**src/rtl/line_clear_engine_if.sv**
```systemverilog
// Handshake and board transfer bundle between the landing logic, the line clear engine and the renderer.
interface line_clear_engine_if #(
    parameter int BW = 145
);
    logic          start;
    logic [BW-1:0] board_in;
    logic          busy;
    logic          done;
    logic [BW-1:0] board_out;
    logic [3:0]    rows_cleared;
    logic [9:0]    score_add;

    modport master (
        output start, board_in,
        input  busy, done, board_out, rows_cleared, score_add
    );

    modport slave (
        input  start, board_in,
        output busy, done, board_out, rows_cleared, score_add
    );
endinterface

```
**src/rtl/line_clear_engine.sv**
```systemverilog
// Removes completed rows from the merged 12x12 background and collapses the rows above downward.
//
// state | meaning
// IDLE  | waiting for start, captures board_in
// SCAN  | test row r for full, one row per cycle from bottom to top
// SHIFT | drop rows r-1..0 by one, inject an empty top row
// DONE  | results valid, done pulse
module line_clear_engine #(
    parameter int COLS           = 12,
    parameter int ROWS           = 12,
    parameter int POINTS_PER_ROW = 10
) (
    input  logic           clk,
    input  logic           resetn,
    line_clear_engine_if.slave bus
);
    localparam int BW = COLS*ROWS + 1;

    localparam logic [1:0] IDLE  = 2'd0;
    localparam logic [1:0] SCAN  = 2'd1;
    localparam logic [1:0] SHIFT = 2'd2;
    localparam logic [1:0] DONE  = 2'd3;

    logic [1:0]    state;
    logic [BW-1:0] work;
    logic [BW-1:0] shifted;
    logic [3:0]    r;
    logic [3:0]    cnt;
    logic [BW-1:0] board_out_q;
    logic [3:0]    rows_cleared_q;
    logic [9:0]    score_add_q;
    logic          row_full;

    assign row_full = &work[r*COLS +: COLS];

    // Rows below r and the unused top bit are carried over untouched.
    always_comb begin
        shifted = work;
        for (int m = 0; m < ROWS; m++) begin
            if (m == 0)
                shifted[0 +: COLS] = '0;
            else if (m <= int'(r))
                shifted[m*COLS +: COLS] = work[(m-1)*COLS +: COLS];
        end
    end

    always_ff @(posedge clk or negedge resetn) begin
        if (!resetn) begin
            state          <= IDLE;
            work           <= '0;
            r              <= '0;
            cnt            <= '0;
            board_out_q    <= '0;
            rows_cleared_q <= '0;
            score_add_q    <= '0;
        end else begin
            case (state)
                IDLE: begin
                    if (bus.start) begin
                        work  <= {1'b0, bus.board_in[BW-2:0]};
                        r     <= 4'(ROWS-1);
                        cnt   <= '0;
                        state <= SCAN;
                    end
                end
                SCAN: begin
                    if (row_full) begin
                        cnt   <= cnt + 4'd1;
                        state <= SHIFT;
                    end else if (r != 4'd0) begin
                        r <= r - 4'd1;
                    end else begin
                        // Results are loaded on entry so they are valid alongside done.
                        board_out_q    <= work;
                        rows_cleared_q <= cnt;
                        score_add_q    <= 10'(cnt) * 10'(POINTS_PER_ROW);
                        state          <= DONE;
                    end
                end
                SHIFT: begin
                    work  <= shifted;
                    state <= SCAN;
                end
                DONE:    state <= IDLE;
                default: state <= IDLE;
            endcase
        end
    end

    assign bus.busy         = (state != IDLE);
    assign bus.done         = (state == DONE);
    assign bus.board_out    = board_out_q;
    assign bus.rows_cleared = rows_cleared_q;
    assign bus.score_add    = score_add_q;
endmodule
```
**src/flat_wrapper.sv**
```systemverilog
// flat-port wrapper written by rule: the top's interface ports become plain ports
module line_clear_engine_flat 
#(
    parameter int COLS           = 12,
    parameter int ROWS           = 12,
    parameter int POINTS_PER_ROW = 10
)
  (clk, resetn, bus_start, bus_board_in, bus_busy, bus_done, bus_board_out, bus_rows_cleared, bus_score_add);
  line_clear_engine_if bus_i ();
  input  logic clk;
  input  logic resetn;
  input wire logic [$bits(bus_i.start)-1:0] bus_start;
  input wire logic [$bits(bus_i.board_in)-1:0] bus_board_in;
  output wire logic [$bits(bus_i.busy)-1:0] bus_busy;
  output wire logic [$bits(bus_i.done)-1:0] bus_done;
  output wire logic [$bits(bus_i.board_out)-1:0] bus_board_out;
  output wire logic [$bits(bus_i.rows_cleared)-1:0] bus_rows_cleared;
  output wire logic [$bits(bus_i.score_add)-1:0] bus_score_add;
  assign bus_i.start = bus_start;
  assign bus_i.board_in = bus_board_in;
  assign bus_busy = bus_i.busy;
  assign bus_done = bus_i.done;
  assign bus_board_out = bus_i.board_out;
  assign bus_rows_cleared = bus_i.rows_cleared;
  assign bus_score_add = bus_i.score_add;
  line_clear_engine #(.COLS(COLS), .ROWS(ROWS), .POINTS_PER_ROW(POINTS_PER_ROW)) u_core (.clk(clk), .resetn(resetn), .bus(bus_i));
endmodule
```
**config.mk**
```make
export PLATFORM = sky130hd
export DESIGN_NAME = line_clear_engine_flat
export DESIGN_NICKNAME = d
export VERILOG_FILES = /design/src/rtl/line_clear_engine_if.sv /design/src/rtl/line_clear_engine.sv /design/src/flat_wrapper.sv
export SDC_FILE = /design/constraint.sdc
export NUM_CORES = 1
export LEC_CHECK = 0
export ABC_AREA = 0
export CORE_MARGIN = 1
export CORE_UTILIZATION = 33
export DETAILED_ROUTE_END_ITERATION = 8
export PLACE_DENSITY_LB_ADDON = 0.25
export REMOVE_ABC_BUFFERS = 1
export SLEW_MARGIN = 20
export SYNTH_ARGS = -nofsm -noshare
export SYNTH_HDL_FRONTEND = slang
export SYNTH_SLANG_ARGS = --single-unit
```
**constraint.sdc**
```tcl
create_clock -name clk -period 4.5 [get_ports clk]
set_input_delay 0.45 -clock clk [delete_from_list [all_inputs] [get_ports clk]]
set_output_delay 0.45 -clock clk [all_outputs]
set_load 0.005 [all_outputs]
```
## Word level (Yosys, flattened, before mapping)

Cells that the tools add are included.

| storage, ports and cells | value |
|---|---|
| memory bits (read-only) | 0 |
| bits in latches | 0 |
| bits in writable memories | 0 |
| word-level logic and storage cells | 104 |
| input bits | 148 |
| output and inout bits | 161 |
| memories kept | 0 |
| register bits after elaboration | 311 |

| cells by class | value |
|---|---|
| $lt $le $gt $ge | 11 |
| equality and inequality tests | 19 |
| muxes and demuxes | 24 |
| shift operators | 1 |
| reduce and logical (&&, ||, !) cells | 23 |
| add/sub/neg operators | 2 |
| bitwise logic cells | 3 |
| div/mod/pow operators | 0 |
| multipliers | 2 |

Operators with widths:

| operator | count |
|---|---|
| 145-bit one-hot mux with 2 select lines | 1 |
| 145-bit two-way mux | 1 |
| 145-bit by 9-bit indexed part select with 12-bit output | 1 |
| 12-bit two-way mux | 11 |
| 3-bit AND reduction | 14 |
| 2-bit by 1-bit != test with 1-bit output (second input constant) | 13 |
| 4-bit two-way mux | 5 |
| 3-bit by 4-bit less-or-equal comparator with 1-bit output (first input constant) | 4 |
| 4-bit less-or-equal comparator (first input constant) | 4 |
| 4-bit one-hot mux with 2 select lines | 2 |
| 12-bit AND reduction | 1 |
| 2-bit by 4-bit less-or-equal comparator with 1-bit output (first input constant) | 2 |
| 2-bit one-hot mux with 4 select lines | 1 |
| 4-bit by 3-bit multiplier with 7-bit output (second input constant) | 1 |
| 4-bit by 2-bit multiplier with 6-bit output (second input constant) | 1 |
| 2-bit two-way mux | 3 |
| 2-bit nonzero test | 3 |
| 4-bit by 1-bit adder with 4-bit output (second input constant) | 1 |
| 2-bit == test (second input constant) | 2 |
| 1-bit by 4-bit less-or-equal comparator with 1-bit output (first input constant) | 1 |
| 2-bit != test (second input constant) | 2 |
| 2-bit AND reduction | 2 |
| 4-bit AND reduction | 1 |
| 4-bit nonzero test | 1 |
| 5 further kinds | 7 |

## Longest topological paths before layout

Gate-level depths: netlist of the first run.

| logic depth | value |
|---|---|
| depth in word-level cells | 5 |
| depth in mapped cells | 15 |

## Worst setup path after synthesis of the first run

OpenSTA, ideal clock, no wires.

| path | value |
|---|---|
| path type | flip-flop to flip-flop |
| from | register u_core.r[1] |
| to | register u_core.rows_cleared_q[0] (netlist: u_core.bus.rows_cleared[0]) |
| setup slack | 1.656 ns |
| required time | 4.373 ns |
| buffers on the path | 5 |
| library setup time | 0.127 ns |
| arrival | 2.717 ns |
| stages on the path, launching flop included | 13 |
| path through | dfrtp_1 buf_6 buf_12 buf_6 mux2i_1 a2bb2oi_1 a21oi_1 a2111oi_2 o2111ai_2 o211ai_2 buf_12 buf_12 mux2_1 |

| on the way | value |
|---|---|
| longest elaborated chain between the ends | 5 |
| elaborated cells between the ends (all ways) | 7 |
| those cells by class | 1 x mul; 1 x shift; 2 x bitwise; 3 x reduce/logical |

Ends and longest elaborated chain:

| item | line | source |
|---|---|---|
| start: declaration | line_clear_engine.sv:27 | `logic [3:0] r;` |
| start signal: assignment | line_clear_engine.sv:61 | `r <= 4'(ROWS-1);` |
| start signal: assignment | line_clear_engine.sv:71 | `r <= r - 4'd1;` |
| 4-bit by 2-bit multiplier with 6-bit output | line_clear_engine.sv:34 | `assign row_full = &work[r*COLS +: COLS];` |
| 145-bit by 9-bit indexed part select with 12-bit output | line_clear_engine.sv:34 |  |
| 12-bit AND reduction | line_clear_engine.sv:34 |  |
| 1-bit NOT (no line) | -- |  |
| 3-bit AND reduction (no line) (*) | -- |  |
| end signal: assignment | line_clear_engine.sv:75 | `rows_cleared_q <= cnt;` |
| end: declaration | line_clear_engine.sv:30 | `logic [3:0] rows_cleared_q;` |

Every way passes the cells marked *; elsewhere a longest branch is shown, timed or not.
A chain may end at the register's enable or synchronous reset.

## Final worst setup path of the first run

| path | value |
|---|---|
| from | register u_core.r[1] |
| to | register u_core.board_out_q[118] (netlist: u_core.bus.board_out[118]) |

| on the way | value |
|---|---|
| longest elaborated chain between the ends | 5 |
| elaborated cells between the ends (all ways) | 7 |
| those cells by class | 1 x mul; 1 x shift; 2 x bitwise; 3 x reduce/logical |

Ends and longest elaborated chain:

| item | line | source |
|---|---|---|
| 4-bit by 2-bit multiplier with 6-bit output | line_clear_engine.sv:34 |  |
| 145-bit by 9-bit indexed part select with 12-bit output | line_clear_engine.sv:34 |  |
| 12-bit AND reduction | line_clear_engine.sv:34 |  |
| 1-bit NOT (no line) | -- |  |
| 3-bit AND reduction (no line) (*) | -- |  |
| end signal: assignment | line_clear_engine.sv:74 | `board_out_q <= work;` |
| end: declaration | line_clear_engine.sv:29 | `logic [BW-1:0] board_out_q;` |

Marked as above.

==> summary.txt, run 1 <==
Power and ir drop
  • Net Sw Power: 4.41 mW
  • Internal Power: 8.44 mW
  • Static leakage: 7.84 nW
  • Pwr Density: 684 mW/mm²
  • Clock power frac: 24.4%
  • Seq pwr share: 40.8%
  • Sw Ratio: 34.3%
  • Combinational fraction of design power: 34.8%
  • Max VDD drop: 0.318 mV

Clocking
  • Clk root buf: clkbuf_16
  • Worst-path clk slew: 60 ps
  • CTS tree: built
  • Clk Latency, worst-skew pair: 540 ps
  • CTS Hold Bufs: 1
  • CTS buffer count: 38
  • Sink Count: 307
  • Worst-case clock buffer depth: 3
  • CTS H-Tree Depth: 2
  • Setup bufs post-CTS: 0
  • CTS resizes: 0

Cells and area
  • Non-Filler Instances: 2010
  • # nets final: 1601
  • Fraction of layout instances using a drive strength above 1: 9.73%
  • Storage cell area: 0.00769 mm²
  • Multi-input gate area: 0.00583 mm²
  • Final core utilization: 44.7%
  • Area grow syn2layout: 33.4%
  • Filler cells: 3956
  • Design area: 0.0188 mm²

Routing
  • Drt initial violations: 547
  • Routed wire length: 44.3 mm
  • Routed Antenna Nets: 0
  • DRC: 0
  • Vias per cell: 5.02
  • DRT Pass-1 Iters: 4
  • Routed wire per std cell: 22.1 µm
  • Via count: 10.1k

Timing
  • RSZ-0062 raised after global routing: false
  • Worst Skew: 11.4 ps
  • Fmax: 0.269 GHz
  • Worst-Margin Slew: 1020 ps
  • Slew margin rel.: 31.9%
  • Final Max Tran Viols: 0
  • Crit path time final: 3720 ps
  • Hold Vio Cnt, Final: 0
  • Final critical-path share of the clock period: 82.7%
  • Final Setup Violations: 0

Setup path
  • WP buf/inv: 1
  • Slowest CP cell: dfrtp_4
  • Critical Path Most Common Cell: nand3_1
  • Worst Path Arrival: 4150 ps
  • CP peak stage delay: 910 ps
  • Crit Path Class: reg -> reg
  • Kind of start point of the critical path: register
  • Maximum fanout along the worst path: 73
  • CP Cell Sequence: nand3_1 -> o211ai_1 -> nand3_1 -> o21ai_0 -> nand3b_1 -> o211ai_4 -> buf_12 -> mux2_2
  • Crit. End Element: register
  • Worst endpoint required time: 4930 ps
  • Crit path max-delay family: compound AO/OA/AOI/OAI gates

Logic synthesis
  • Seq/Total Area, Yosys: 54.5%
  • Mapped cell area: 0.0141 mm²
  • #FFs+latches synth: 307
  • EDFF count, synth: 0
  • Warnings, synthesis: 0
  • Syn Area/Cell: 12.3 µm²
  • Cells after synthesis: 1149
  • Top FF cell, synth: dfrtp_1
  • Synth unique cells: 48
  • Ys async rst share: 100%

Job
  • MaxCap Viol Count: 0

GRT
  • Initial antenna violation count: 6
  • Vias in the first global route: 10.5k
  • Total track usage: 20.5%
  • GRT overflow: 0
  • First-pass GRT wire length: 66.8 mm
  • Pin count of the biggest net entering global routing: 110

Floorplan
  • Starting Density: 33.5%
  • Core area: 0.0420 mm²
  • Num ports: 309
  • Die width: 209 µm
  • Die Y: 209 µm
  • FP Rows: 75
  • Die ar.: 0.0435 mm²

Placement
  • DP HPWL: 31.0 mm
  • DP Cell Count: 1940
  • Placed cell areas: 0.0175 mm²
  • Port buffer count: 303
  • RePlAce Congestion: 0.806

Status
  • Status: completed

Hold path
  • Hold WC Path Type: reg -> reg
through the flow:
| stage | worst slack, ps | total power [mW] | hold slack (ps) | setup TNS [ps] |
|---|---|---|---|---|
| after detailed placement | 777 | 9.82 | 472 | 0 |
| after floorplan | -8070 | 7.11 | 154 | -1190870 |
| after global placement | 809 | 9.70 | 468 | 0 |
| final | 780 | 12.8 | 478 | 0 |
| after CTS | 765 | 13.0 | 476 | 0 |
| after global routing | 557 | 13.7 | 504 | 0 |
registers in the layout, summed over array words and instances (netlist names):
signal and flops:
u_core.bus.board_out 144, u_core.bus.rows_cleared 4, u_core.bus.score_add 5, u_core.cnt 4
u_core.r 4, u_core.state 2, u_core.work 144
tightest hold or removal path, delay by kind of cell, from the launching register on:
family / cells / cell delay, ps
AO/OA/AOI/OAI: 1 / 60
AND/OR/NAND/NOR: 1 / 40
flip-flops: 1 / 340
metal layers:
| layer | global-route usage [%] | wire [µm] |
|---|---|---|
| met5 | 0 | 57 |
| met4 | 8.22 | 1590 |
| met3 | 5.18 | 2950 |
| met2 | 32.7 | 20800 |
| met1 | 26.7 | 19000 |
power groups by stage:
stage          Combinational (mW)  Clock, mW  Sequential [mW]
2_1_floorplan                2.15          0             4.96
6_report                     4.48       3.13             5.24
5_1_grt                      4.88       3.31             5.46
3_3_place_gp                 4.44          0             5.26
3_5_place_dp                 4.52          0             5.31
4_1_cts                      4.55       3.21             5.27
cell usage after synthesis, types with 7 or more instances:
library cell	n	share of area, %
a21oi_1	56	2.0
a22o_1	13	0.81
buf_1	10	0.27
buf_12	12	1.7
buf_4	8	0.43
clkbuf_1	36	0.96
dfrtp_1	307	55
ha_1	10	0.89
inv_1	11	0.29
mux2_1	122	9.8
mux2_2	29	2.3
mux2i_1	152	11
mux4_2	14	2.2
nand2_1	111	3.0
nand3_1	22	0.78
nor2_1	63	1.7
nor3_1	8	0.28
o211ai_1	7	0.37
o21ai_0	101	3.6
layout make-up:
class                           count  area share (%)
Timing Repair Buffer              329            17.4
Clock buffer                       56            6.24
Tap cell                          539            3.59
Clock inverter                     11           0.593
Inverter                           11           0.220
Sequential cell                   307            40.9
Multi-Input combinational cell    755            31.0
Antenna cell                        2          0.0266
cells in the final DEF (no fill, tap or decap), types with 29 or more instances in the layout:
cell type        instances
dfrtp_1                306
nand2_1                111
a21oi_1                 54
nor2_1                  61
mux2_1                 122
mux2_2                  29
o21ai_0                100
clkdlybuf4s50_1        302
clkbuf_16               41
mux2i_1                152
cells by family (layout without fill, tap and decap cells):
family	Yosys count	after routing	share of synthesized area (%)
compound gates	198	198	8.10
fa+ha+maj	11	11	1.03
mux	317	317	25.1
simple gates	222	222	6.52
other cells	1	6	0.0266
xor+xnor	3	3	0.187
flops	307	307	54.5
buf+inv	90	407	4.48
path summary, 6_finish.rpt:
kind                                              start                         to  slack (ps)  depth (start not counted)
worst max-delay path                        u_core.r[1]  u_core.bus.board_out[118]         780                          8
worst min-delay path            u_core.bus.score_add[7]    u_core.bus.score_add[7]         480                          2
min in group asynchronous                        resetn   u_core.bus.board_out[14]         540                          2
worst max register to register              u_core.r[1]  u_core.bus.board_out[118]         780                          8
max in group asynchronous                        resetn            u_core.work[77]        2670                          3
worst min register to register  u_core.bus.score_add[7]    u_core.bus.score_add[7]         480                          2
No activity file was read; power rests on OpenSTA's default activity.
==> run 2, diff against run 1 <==
==> constraint.sdc (replaced) <==
create_clock -name clk -period 3.82 [get_ports clk]
set_input_delay 0.382 -clock clk [delete_from_list [all_inputs] [get_ports clk]]
set_output_delay 0.382 -clock clk [all_outputs]
set_load 0.005 [all_outputs]
==> summary.txt, run 2 (synthesis gave the netlist of run 1 again) <==
Routing
  • DRC: 0
  • Via count: 10.2k
  • Vias per cell: 5.02
  • Drt initial violations: 636
  • Routed wire per std cell: 21.8 µm
  • DRT Pass-1 Iters: 5
  • Routed Antenna Nets: 0
  • Routed wire length: 44.1 mm

Floorplan
  • Num ports: 309
  • Die Y: 209 µm
  • Core area: 0.0420 mm²
  • Die width: 209 µm
  • Die ar.: 0.0435 mm²
  • FP Rows: 75
  • Starting Density: 33.5%

Clocking
  • Setup bufs post-CTS: 0
  • Sink Count: 307
  • Clk Latency, worst-skew pair: 540 ps
  • CTS buffer count: 37
  • CTS H-Tree Depth: 2
  • Worst-case clock buffer depth: 3
  • Worst-path clk slew: 60 ps
  • Clk root buf: clkbuf_16
  • CTS tree: built

Cells and area
  • Non-Filler Instances: 2024
  • Multi-input gate area: 0.00583 mm²
  • Fraction of layout instances using a drive strength above 1: 10.1%
  • Filler cells: 3933
  • Final core utilization: 45.0%
  • Commonest non-fill, non-tap cell in the layout: dfrtp_1
  • # nets final: 1616
  • Area grow syn2layout: 34.3%
  • Storage cell area: 0.00769 mm²
  • Design area: 0.0189 mm²
  • Commonest cells after routing, fill and taps aside: 306 x dfrtp_1, 302 x clkdlybuf4s50_1, 152 x mux2i_1, 122 x mux2_1, 111 x nand2_1

GRT
  • Initial antenna violation count: 6
  • Vias in the first global route: 10.2k
  • GRT overflow: 0
  • Pin count of the biggest net entering global routing: 104
  • First-pass GRT wire length: 66.3 mm
  • Total track usage: 20.4%

Status
  • Status: completed

Timing
  • Slew margin rel.: 37.3%
  • Hold Vio Cnt, Final: 0
  • Total Neg Setup Slack: 0 ps
  • Final critical-path share of the clock period: 94.6%
  • Worst Skew: 8.59 ps
  • Final Setup Violations: 0
  • RSZ-0062 raised after global routing: false
  • Fmax: 0.277 GHz
  • Crit path time final: 3610 ps
  • Final Max Tran Viols: 0
  • Worst-Margin Slew: 939 ps

Setup path
  • Maximum fanout along the worst path: 27
  • Crit Path Class: reg -> reg
  • Worst Path Arrival: 4020 ps
  • Worst endpoint required time: 4230 ps
  • Crit. End Element: register
  • Kind of start point of the critical path: register

Power and ir drop
  • Max VDD drop: 0.287 mV
  • Static leakage: 7.90 nW
  • Pwr Density: 799 mW/mm²

Hold path
  • Hold WC Path Type: in -> reg

Placement
  • Port buffer count: 303
  • RePlAce Congestion: 0.812
  • DP Cell Count: 1956
  • DP HPWL: 31.6 mm
  • Placed cell areas: 0.0177 mm²

Job
  • MaxCap Viol Count: 0
==> run 2: cell count changes in the layout (fill, tap and decap cells not counted), sizes merged <==
cell / before / now
clkbuf: 56 / 57
bufinv: 2 / 3
clkinv: 8 / 3
clkinvlp: 1 / 0
buf: 26 / 42
diode: 2 / 4
==> run 2: path summary, 6_finish.rpt <==
| kind | from | cells past startpoint | endpoint | slack (ps) |
|---|---|---|---|---|
| max reg2reg | u_core.r[1] | 9 | u_core.bus.board_out[90] | 210 |
| min in group asynchronous | resetn | 2 | u_core.bus.board_out[137] | 470 |
| max in group asynchronous | resetn | 3 | u_core.bus.board_out[100] | 2340 |
| min | bus_board_in[0] | 2 | u_core.work[0] | 450 |
| max | u_core.r[1] | 9 | u_core.bus.board_out[90] | 210 |
| min reg2reg | u_core.bus.score_add[5] | 2 | u_core.bus.score_add[5] | 480 |
==> run 2: layout make-up <==
type	count	share of cell area, %
multi-input combinational	755	30.8
antenna	4	0.0529
clock buffer	57	5.77
sequential	307	40.6
clock inverter	6	0.575
inverter	11	0.218
tap	539	3.56
timing repair buffer	345	18.4
==> run 2: metal layers <==
metal	wire length [µm]	global-route usage [%]	share of wire, %	vias up
met5	45	0	0.10	-
met4	1100	6.92	2.5	6
met3	2790	4.90	6.3	60
met2	20900	32.9	47	303
met1	19200	26.9	44	5089
li1	-	-	-	4702
==> run 2: worst max-delay path, cell delays in order (launching register included) <==
cell       delay [ps]
dfrtp_4           760
mux2i_1           240
a221oi_2          260
o211ai_1          250
o32ai_1           420
o2111ai_2         330
o211ai_4          380
buf_12            230
buf_12            210
mux2_1            340
==> run 2: through the flow <==
step                setup WS, ps  hold WS, ps  total power, mW
finish                       207          453             15.1
global route                 102          441             16.0
CTS                          238          422             15.3
detailed placement           252          472             11.7
global placement             312          467             11.5
floorplan                  -8750         86.4             8.38
==> run 2: timing repair <==
action	in CTS	in global routing
hold buffers	1	0
endpoints found under the hold margin	98	0
gates resized for setup	0	0
==> run 2: report_power, final <==
group	total [mW]	leakage [nW]	internal (mW)	switching [mW]
Combinational	5.40	3.55	3.03	2.37
Clock	3.54	0.588	2.16	1.38
Sequential	6.17	3.76	4.75	1.42
Total	15.1	7.90	9.94	5.17
==> run 3, diff against run 2 <==
--- a/config.mk
+++ b/config.mk
@@ -6,7 +6,8 @@
 export NUM_CORES = 1
 export LEC_CHECK = 0
 export ABC_AREA = 0
-export CORE_MARGIN = 1
+export CORE_ASPECT_RATIO = 0.75
+export CORE_MARGIN = 4
 export CORE_UTILIZATION = 33
 export DETAILED_ROUTE_END_ITERATION = 8
 export PLACE_DENSITY_LB_ADDON = 0.25
==> summary.txt, run 3 (synthesis gave the netlist of run 1 again) <==
Routing
  • Via count: 10.1k
  • Routed wire length: 44.8 mm
  • Routed Antenna Nets: 0
  • DRT Pass-1 Iters: 4
  • DRC: 0
  • Drt initial violations: 545
  • Routed wire per std cell: 22.0 µm
  • Vias per cell: 4.93

Job
  • MaxCap Viol Count: 0

Clocking
  • Worst-path clk slew: 70 ps
  • Clk root buf: clkbuf_16
  • CTS tree: built
  • CTS resizes: 0
  • CTS H-Tree Depth: 2
  • Setup bufs post-CTS: 0
  • Sink Count: 307
  • CTS buffer count: 34
  • Clk Latency, worst-skew pair: 520 ps
  • CTS Hold Bufs: 1
  • Worst-case clock buffer depth: 3

Timing
  • RSZ-0062 raised after global routing: false
  • Final Setup Violations: 0
  • Final critical-path share of the clock period: 92.7%
  • Final Max Tran Viols: 0
  • Fmax: 0.282 GHz
  • Hold Vio Cnt, Final: 0
  • Worst Skew: 30.9 ps
  • Slew margin rel.: 30.5%
  • Crit path time final: 3540 ps
  • Final hold slack: 472 ps
  • Worst-Margin Slew: 1040 ps

Floorplan
  • FP Rows: 65
  • Die width: 247 µm
  • Num ports: 309
  • Starting Density: 33.4%
  • Core area: 0.0421 mm²
  • Die ar.: 0.0461 mm²
  • Die Y: 187 µm

GRT
  • GRT overflow: 0
  • Total track usage: 19.2%
  • Vias in the first global route: 10.5k
  • Initial antenna violation count: 6
  • M2 GR Usage: 29.8%
  • First-pass GRT wire length: 67.6 mm
  • Gr busiest metal: met2
  • Met3 GRT Util: 4.96%
  • Pin count of the biggest net entering global routing: 111
  • Global routing usage on met1: 27.4%

Placement
  • DP HPWL: 32.2 mm
  • RePlAce Congestion: 0.814
  • Placed cell areas: 0.0176 mm²
  • Port buffer count: 303
  • DP Cell Count: 1978

Cells and area
  • Fraction of layout instances using a drive strength above 1: 9.67%
  • Non-Filler Instances: 2040
  • # nets final: 1605
  • Commonest non-fill, non-tap cell in the layout: dfrtp_1
  • Commonest cells after routing, fill and taps aside: 306 x dfrtp_1, 302 x clkdlybuf4s50_1, 152 x mux2i_1, 122 x mux2_1, 111 x nand2_1
  • Area grow syn2layout: 33.2%
  • Multi-input gate area: 0.00582 mm²
  • Design area: 0.0188 mm²
  • Storage cell area: 0.00769 mm²
  • Filler cells: 3963

Setup path
  • Slowest CP cell: dfrtp_4
  • Maximum fanout along the worst path: 79
  • Crit Path Class: reg -> reg
  • Worst endpoint required time: 4210 ps
  • Crit. End Element: register
  • Worst Path Arrival: 3930 ps
  • Kind of start point of the critical path: register
  • CP peak stage delay: 680 ps
  • CP Cell Sequence: buf_4 -> mux2i_1 -> a21oi_1 -> nand3_1 -> o32ai_1 -> o2111ai_2 -> o211ai_4 -> buf_12 -> mux2_2

Status
  • Status: completed

Hold path
  • Hold WC Path Type: in -> reg

Power and ir drop
  • Static leakage: 7.80 nW
  • Max VDD drop: 0.346 mV
  • Pwr Density: 789 mW/mm²
  • Tot Pwr: 14.8 mW
## run 3: cell types whose count changed in the layout (fill, tap and decap cells not counted), sizes merged
cell	change
diode	-2
inv	+1
buf	-8
clkbuf	-9
bufinv	-1
clkinvlp	+1
clkinv	+4
## run 3: worst max-delay path: cells and delay by family, from the launching register on
family,cells,cell delay [ps]
multiplexers,2,540
flip-flops,1,680
AND/OR/NAND/NOR,1,110
AO/OA/AOI/OAI,4,1240
buffers and inverters,2,750
## run 3: routing by layer
metal	share of wire [%]	wire length, µm
met5	0.11	48
met1	47	21100
met3	6.7	2980
met4	1.6	721
met2	44	19900
## run 3: worst paths after layout
check                                                 from                    endpoint  slack (ps)  depth (start not counted)
worst max register to register                 u_core.r[1]   u_core.bus.board_out[123]         280                          9
min in group asynchronous                           resetn            u_core.work[125]         530                          2
max in group asynchronous                           resetn             u_core.work[15]        2300                          3
worst max-delay path                           u_core.r[1]   u_core.bus.board_out[123]         280                          9
worst min-delay path                       bus_board_in[7]              u_core.work[7]         470                          2
worst min register to register  u_core.bus.rows_cleared[2]  u_core.bus.rows_cleared[2]         480                          2
## run 3: cell type report
class                   count  share of cell area [%]
flip-flops and latches    307                    41.0
multi-input cells         755                    31.0
repair buffers            337                    18.1
clock buffers              48                    5.25
well taps                 569                    3.80
clock inverters            11                   0.614
inverters                  11                   0.220
diodes                      2                  0.0267
## run 3: report_power, final
part,switching (mW),total (mW),internal (mW)
logic,2.37,5.36,2.99
clock network,1.34,3.27,1.94
registers,1.42,6.17,4.75
total,5.12,14.8,9.68
## run 3: stage by stage
step / TNS (ps) / utilization, % / worst slack [ps]
after floorplan: -1384670 / - / -8750
after global placement: 0 / 41.9 / 245
after detailed placement: 0 / 41.9 / 258
after CTS: 0 / 44.5 / 222
after global routing: 0 / 44.5 / 72.3
final: 0 / 44.5 / 277
